[src/rtl/bist_sequencer_if.sv]
// ---------------------------------------------------------------------------
// bist_sequencer_if
// Bundles the BIST controller's request/status signals.
//   start      : run request, level-sampled (master -> slave)
//   abort      : abort a run in progress (master -> slave)
//   signature  : 8-bit MISR signature to judge (master -> slave)
//   running    : run in progress, steers the functional/LFSR input mux
//   lfsr_load  : one-cycle LFSR seed load pulse
//   misr_clear : one-cycle MISR clear pulse
//   scan_en    : 1 = scan shift, 0 = functional capture
//   bist_end   : run complete
//   pass_fail  : signature verdict, 1 = pass
// The slave modport is the sequencer; the master modport is its user.
// ---------------------------------------------------------------------------
interface bist_sequencer_if;
    logic       start;
    logic       abort;
    logic [7:0] signature;
    logic       running;
    logic       lfsr_load;
    logic       misr_clear;
    logic       scan_en;
    logic       bist_end;
    logic       pass_fail;

    modport master (
        output start, abort, signature,
        input  running, lfsr_load, misr_clear, scan_en, bist_end, pass_fail
    );

    modport slave (
        input  start, abort, signature,
        output running, lfsr_load, misr_clear, scan_en, bist_end, pass_fail
    );
endinterface

[src/rtl/bist_sequencer.sv]
// ---------------------------------------------------------------------------
// bist_sequencer
// Logic-BIST run controller: seeds the LFSR, shifts CHAIN_LEN bits per
// pattern, captures NUM_PATTERNS times, unloads the final capture into the
// MISR and compares the signature against SIGNATURE_VALID.
// Ports:
//   clock : rising-edge clock
//   reset : asynchronous, active-high reset
//   bus   : bist_sequencer_if.slave (start/abort/signature in,
//           running/lfsr_load/misr_clear/scan_en/bist_end/pass_fail out)
// Every output is a flop; its D input is decoded from the next state so the
// outputs line up with the state they describe.
// ---------------------------------------------------------------------------
module bist_sequencer #(
    parameter int unsigned CHAIN_LEN       = 4,
    parameter int unsigned NUM_PATTERNS    = 8,
    parameter logic [7:0]  SIGNATURE_VALID = 8'h27
) (
    input  logic           clock,
    input  logic           reset,
    bist_sequencer_if.slave bus
);
    localparam int unsigned SHIFT_W = $clog2(CHAIN_LEN + 1);
    localparam int unsigned PAT_W   = $clog2(NUM_PATTERNS + 1);
    localparam logic [SHIFT_W-1:0] SHIFT_LAST = SHIFT_W'(CHAIN_LEN - 1);
    localparam logic [PAT_W-1:0]   PAT_LAST   = PAT_W'(NUM_PATTERNS - 1);

    typedef enum logic [2:0] {
        S_IDLE,
        S_INIT,
        S_SHIFT,
        S_CAPTURE,
        S_UNLOAD,
        S_COMPARE,
        S_DONE
    } state_t;

    state_t             state_q, state_d;
    logic [SHIFT_W-1:0] shift_cnt_q, shift_cnt_d;
    logic [PAT_W-1:0]   pat_cnt_q, pat_cnt_d;
    logic               running_q, running_d;
    logic               lfsr_load_q, lfsr_load_d;
    logic               misr_clear_q, misr_clear_d;
    logic               scan_en_q, scan_en_d;
    logic               bist_end_q, bist_end_d;
    logic               pass_fail_q, pass_fail_d;
    logic               active;

    // Abort is honoured only while a run is actually in flight.
    assign active = (state_q inside {S_INIT, S_SHIFT, S_CAPTURE, S_UNLOAD, S_COMPARE});

    always_comb begin
        state_d     = state_q;
        shift_cnt_d = '0;
        pat_cnt_d   = '0;
        pass_fail_d = pass_fail_q;

        unique case (state_q)
            S_IDLE: begin
                if (bus.start) begin
                    state_d = S_INIT;
                end
            end
            S_INIT: begin
                state_d = S_SHIFT;
            end
            S_SHIFT: begin
                pat_cnt_d = pat_cnt_q;
                if (shift_cnt_q == SHIFT_LAST) begin
                    state_d = S_CAPTURE;
                end else begin
                    shift_cnt_d = shift_cnt_q + 1'b1;
                end
            end
            S_CAPTURE: begin
                pat_cnt_d = pat_cnt_q + 1'b1;
                // pat_cnt_q still holds the count before this capture.
                state_d   = (pat_cnt_q == PAT_LAST) ? S_UNLOAD : S_SHIFT;
            end
            S_UNLOAD: begin
                pat_cnt_d = pat_cnt_q;
                if (shift_cnt_q == SHIFT_LAST) begin
                    state_d = S_COMPARE;
                end else begin
                    shift_cnt_d = shift_cnt_q + 1'b1;
                end
            end
            S_COMPARE: begin
                pass_fail_d = (bus.signature == SIGNATURE_VALID);
                state_d     = S_DONE;
            end
            S_DONE: begin
                if (!bus.start) begin
                    state_d = S_IDLE;
                end
            end
            default: begin
                state_d = S_IDLE;
            end
        endcase

        // Abort overrides whatever the run was about to do.
        if (bus.abort && active) begin
            state_d     = S_IDLE;
            shift_cnt_d = '0;
            pat_cnt_d   = '0;
            pass_fail_d = 1'b0;
        end

        // A new run discards the previous verdict from its first cycle.
        if (state_d == S_INIT) begin
            pass_fail_d = 1'b0;
        end

        running_d    = (state_d inside {S_INIT, S_SHIFT, S_CAPTURE, S_UNLOAD, S_COMPARE});
        lfsr_load_d  = (state_d == S_INIT);
        misr_clear_d = (state_d == S_INIT);
        scan_en_d    = (state_d inside {S_SHIFT, S_UNLOAD});
        bist_end_d   = (state_d == S_DONE);
    end

    always_ff @(posedge clock or posedge reset) begin
        if (reset) begin
            state_q      <= S_IDLE;
            shift_cnt_q  <= '0;
            pat_cnt_q    <= '0;
            running_q    <= 1'b0;
            lfsr_load_q  <= 1'b0;
            misr_clear_q <= 1'b0;
            scan_en_q    <= 1'b0;
            bist_end_q   <= 1'b0;
            pass_fail_q  <= 1'b0;
        end else begin
            state_q      <= state_d;
            shift_cnt_q  <= shift_cnt_d;
            pat_cnt_q    <= pat_cnt_d;
            running_q    <= running_d;
            lfsr_load_q  <= lfsr_load_d;
            misr_clear_q <= misr_clear_d;
            scan_en_q    <= scan_en_d;
            bist_end_q   <= bist_end_d;
            pass_fail_q  <= pass_fail_d;
        end
    end

    assign bus.running    = running_q;
    assign bus.lfsr_load  = lfsr_load_q;
    assign bus.misr_clear = misr_clear_q;
    assign bus.scan_en    = scan_en_q;
    assign bus.bist_end   = bist_end_q;
    assign bus.pass_fail  = pass_fail_q;
endmodule

[src/flat_wrapper.sv]
// flat-port wrapper written by rule: the top's interface ports become plain ports
module bist_sequencer_flat 
#(
    parameter int unsigned CHAIN_LEN       = 4,
    parameter int unsigned NUM_PATTERNS    = 8,
    parameter logic [7:0]  SIGNATURE_VALID = 8'h27
)
  (clock, reset, bus_start, bus_abort, bus_signature, bus_running, bus_lfsr_load, bus_misr_clear, bus_scan_en, bus_bist_end, bus_pass_fail);
  bist_sequencer_if bus_i ();
  input  logic clock;
  input  logic reset;
  input wire logic [$bits(bus_i.start)-1:0] bus_start;
  input wire logic [$bits(bus_i.abort)-1:0] bus_abort;
  input wire logic [$bits(bus_i.signature)-1:0] bus_signature;
  output wire logic [$bits(bus_i.running)-1:0] bus_running;
  output wire logic [$bits(bus_i.lfsr_load)-1:0] bus_lfsr_load;
  output wire logic [$bits(bus_i.misr_clear)-1:0] bus_misr_clear;
  output wire logic [$bits(bus_i.scan_en)-1:0] bus_scan_en;
  output wire logic [$bits(bus_i.bist_end)-1:0] bus_bist_end;
  output wire logic [$bits(bus_i.pass_fail)-1:0] bus_pass_fail;
  assign bus_i.start = bus_start;
  assign bus_i.abort = bus_abort;
  assign bus_i.signature = bus_signature;
  assign bus_running = bus_i.running;
  assign bus_lfsr_load = bus_i.lfsr_load;
  assign bus_misr_clear = bus_i.misr_clear;
  assign bus_scan_en = bus_i.scan_en;
  assign bus_bist_end = bus_i.bist_end;
  assign bus_pass_fail = bus_i.pass_fail;
  bist_sequencer #(.CHAIN_LEN(CHAIN_LEN), .NUM_PATTERNS(NUM_PATTERNS), .SIGNATURE_VALID(SIGNATURE_VALID)) u_core (.clock(clock), .reset(reset), .bus(bus_i));
endmodule
[config.mk]
export PLATFORM = sky130hd
export DESIGN_NAME = bist_sequencer_flat
export DESIGN_NICKNAME = d
export VERILOG_FILES = /design/src/rtl/bist_sequencer_if.sv /design/src/rtl/bist_sequencer.sv /design/src/flat_wrapper.sv
export SDC_FILE = /design/constraint.sdc
export NUM_CORES = 1
export LEC_CHECK = 0
export BUFFER_PORTS_ARGS = -buffer_cell sky130_fd_sc_hd__clkbuf_2
export CAP_MARGIN = 40
export CORE_UTILIZATION = 55
export DETAILED_ROUTE_END_ITERATION = 8
export GPL_TIMING_DRIVEN = 0
export PLACE_DENSITY_LB_ADDON = 0.12
export SLEW_MARGIN = 20
export SYNTH_ARGS = -nofsm -noshare
export SYNTH_HDL_FRONTEND = slang
export SYNTH_SLANG_ARGS = --single-unit
[constraint.sdc]
create_clock -name clock -period 3.8 [get_ports clock]
set_clock_uncertainty 0.2 [all_clocks]
set_input_delay 0.57 -clock clock [delete_from_list [all_inputs] [get_ports clock]]
set_output_delay 0.57 -clock clock [all_outputs]
set_load 0.01 [all_outputs]
==> flow_summary.json <==
{
  "status": "complete, no violations",
  "gpl.final_weighted_congestion": 0.853,
  "worst-r2r-setup-slack_ps": 2210,
  "p_per_area_mw_per_mm2": 339,
  "count_of_state_elements_after_synthesis": 15,
  "slew-limit-headroom": 0.624,
  "seqPwrFrac": 0.541,
  "cap_viol_max_count": 0,
  "setup.worst_path.start_class": "flop",
  "clock.fmax_mhz": 593,
  "critPathTopFamily": "flip-flops",
  "switching_share": 0.285,
  "min_path_type": "input pin to asynchronous set/reset pin",
  "regToRegStartpoint": "u_core.pat_cnt_q[0]",
  "finalMaxSlewViolations": 0,
  "cts.hold.buffers_added": 0,
  "setup_violations": 0,
  "synthDominantAreaCellType": "sky130_fd_sc_hd__dfrtp_1",
  "htree_num_levels": 1,
  "synth_cell_types": 36,
  "synth_area_leaders": "sky130_fd_sc_hd__dfrtp_1, sky130_fd_sc_hd__nor2_1, sky130_fd_sc_hd__nand2b_1",
  "final_period_minus_worst_setup_slack_ps": 1690,
  "io_pins": 18,
  "numClockSinks": 15,
  "place.detailed.hpwl_mm": 1.04,
  "synth_seq_area_share": 0.466,
  "port_buffers": 17,
  "core-area_mm2": 0.00133,
  "worstMarginPinSlew_ps": 563,
  "clockPowerShare": 0.299,
  "final_layout_size_suffix_gt1_frac": 0.248,
  "worstPathMaxFanout": 2,
  "layout.area.seq_um2": 375,
  "post_syn_area_um2": 806,
  "wire_length_of_the_first_global_routing_pass_mm": 2.43,
  "synthFlopType": "sky130_fd_sc_hd__dfrtp_1",
  "first_global_vias": 554,
  "multiInputGateArea_um2": 394,
  "grt_max_degree": 16,
  "post-cts-setup-buffers": 0,
  "met1_usage": 0.321,
  "p_int_mw": 0.227,
  "ctsLongestPathBuffers": 2,
  "fill_cell_total_of_the_finished_layout": 119,
  "die_area_mm2": 0.00162,
  "wl_mm": 1.55,
  "die_y_um": 40.3,
  "worst-path-stages": 2,
  "cp_slowest_stage_delay_ps": 380,
  "postRouteAntennaNets": 0,
  "crit_slowest_cell": "sky130_fd_sc_hd__dfrtp_1",
  "synth_nets": 98,
  "maximum_vdd_ir_drop_v": 0.000205,
  "detailedRoute.firstPassIterationCount": 4,
  "globalRouteTotalUtil": 0.231,
  "antennaDiodeCount": 0,
  "synth_async_sr_flop_share": 1.00,
  "comb_power_share": 0.160,
  "finalSetupTns_ps": 0,
  "global_route.overflow_total": 0,
  "crit_buf_inv": 2,
  "p_sw_mw": 0.0908,
  "drc": 0,
  "postSynthCellCount": 84,
  "final_cell_mix": "sky130_fd_sc_hd__clkbuf_2, sky130_fd_sc_hd__dfrtp_1, sky130_fd_sc_hd__nor2_1",
  "via_count": 691,
  "timing.reg2reg.worst_path_depth": 5,
  "post_cts.resized_instances": 0,
  "cts_inserted_buffers": 3,
  "layout.cells.most_common": "sky130_fd_sc_hd__clkbuf_2",
  "root_buffer": "sky130_fd_sc_hd__clkbuf_4",
  "reg2reg_to": "u_core.state_q[1]",
  "path_clk_slew_ps": 90,
  "tritoncts_clock_tree": "done",
  "die_x_um": 40.3,
  "timing.final.hold_violations": 0,
  "cp_data_arrival_time_ps": 920,
  "drt_iter0_drc": 12,
  "final_cell_area_um2": 937,
  "number_of_enable_flip_flop_cells_after_synthesis": 0,
  "finalNetCount": 120,
  "total_leakage_power_nw": 0.456,
  "clkLatencyLatePin_ps": 290,
  "critical_path_cell_sequence": "buf_4 -> clkbuf_2",
  "crit_path_required_time_ps": 3030,
  "globalRouteMet3Util": 0.0333,
  "placed_instance_area_um2": 910,
  "areaGrowthSynthToFinish_pct": 16.3,
  "initial_antenna_violation_count": 0,
  "globalRouteMet2Util": 0.343,
  "synth_top_area_share": 0.466,
  "grt-busiest-layer": "met2",
  "floorplan.initialDensity": 0.604,
  "end_kind": "primary output",
  "viasPerCell": 5.76,
  "core.rowCount": 13,
  "syn-mean-instance-area_um2": 9.59,
  "fin_crit_sh": 0.444,
  "post_drt_wl_per_cell_um": 13.0,
  "yosys_warnings": 0,
  "rsz0062_at_grt": "false",
  "critical_path_class": "flop to primary output"
}
## logic make-up (layout without fill, tap and decap cells)
kind of cell / count (synthesis) / after routing / share of synthesized area
simple gates: 38 / 38 / 0.272
compound gates: 20 / 20 / 0.163
flops: 15 / 15 / 0.466
buf+inv: 7 / 28 / 0.0450
fa+ha+maj: 2 / 2 / 0.0311
xor+xnor: 1 / 1 / 0.0109
mux: 1 / 1 / 0.0124
## cell usage after synthesis, drive strengths merged, types with 2 or more instances
library cell and count:
nor2b 5, nand2b 5, nand2 4, nand3 2, dfrtp 15, ha 2, o21ai 5, buf 4
nor2 12, and4bb 2, a31oi 2, a21oi 4, inv 2
## routing by layer
layer | share of wire | up-vias | routed length (um)
li1 | - | 346 | -
met1 | 0.46 | 317 | 722
met2 | 0.46 | 23 | 714
met3 | 0.049 | 5 | 76
met4 | 0.026 | 0 | 41
met5 | 0 | - | 0
## sequential cells by signal, indices dropped and copies added (netlist names)
signal and cells:
u_core.pat_cnt_q 4, u_core.shift_cnt_q 3, u_core.state_q 3, u_core.bus.bist_end 1, u_core.bus.lfsr_load 1, u_core.bus.pass_fail 1, u_core.bus.running 1, u_core.bus.scan_en 1
## area by class of cell
| type | count | share of cell area |
|---|---|---|
| Multi-Input combinational cell | 62 | 0.421 |
| Clock inverter | 1 | 0.00534 |
| Inverter | 2 | 0.00801 |
| Tap cell | 15 | 0.0200 |
| Sequential cell | 15 | 0.401 |
| Clock buffer | 3 | 0.0240 |
| Timing Repair Buffer | 17 | 0.0908 |
| Buffer | 5 | 0.0307 |
## how the worst max path moves through the flow
stage	startpoint	slack, ps	to
2_1_floorplan	u_core.pat_cnt_q[0]	2350	u_core.state_q[2]
3_3_place_gp	bus_abort	2160	u_core.shift_cnt_q[2]
3_5_place_dp	bus_abort	2170	u_core.shift_cnt_q[2]
4_1_cts	u_core.bus.lfsr_load	2110	bus_misr_clear
5_1_grt	u_core.bus.lfsr_load	2050	bus_misr_clear
6_report	u_core.bus.lfsr_load	2110	bus_misr_clear
## stage by stage
stage	util	power, mW	hold WS, ps	setup WS [ps]	std cells
2_1_floorplan	-	0.208	271	2350	84
3_3_place_gp	0.682	0.225	338	2160	116
3_5_place_dp	0.682	0.225	348	2170	116
4_1_cts	0.703	0.321	113	2110	120
5_1_grt	0.703	0.335	158	2050	120
6_report	0.703	0.318	96.5	2110	120
## power by group through the flow
stage	clock [mW]	sequential [mW]	combinational (mW)
2_1_floorplan	0	0.176	0.0316
3_5_place_dp	0	0.175	0.0506
6_report	0.0951	0.172	0.0510
4_1_cts	0.0978	0.172	0.0508
5_1_grt	0.103	0.173	0.0588
3_3_place_gp	0	0.175	0.0499
(Power assumes the default switching activity.)
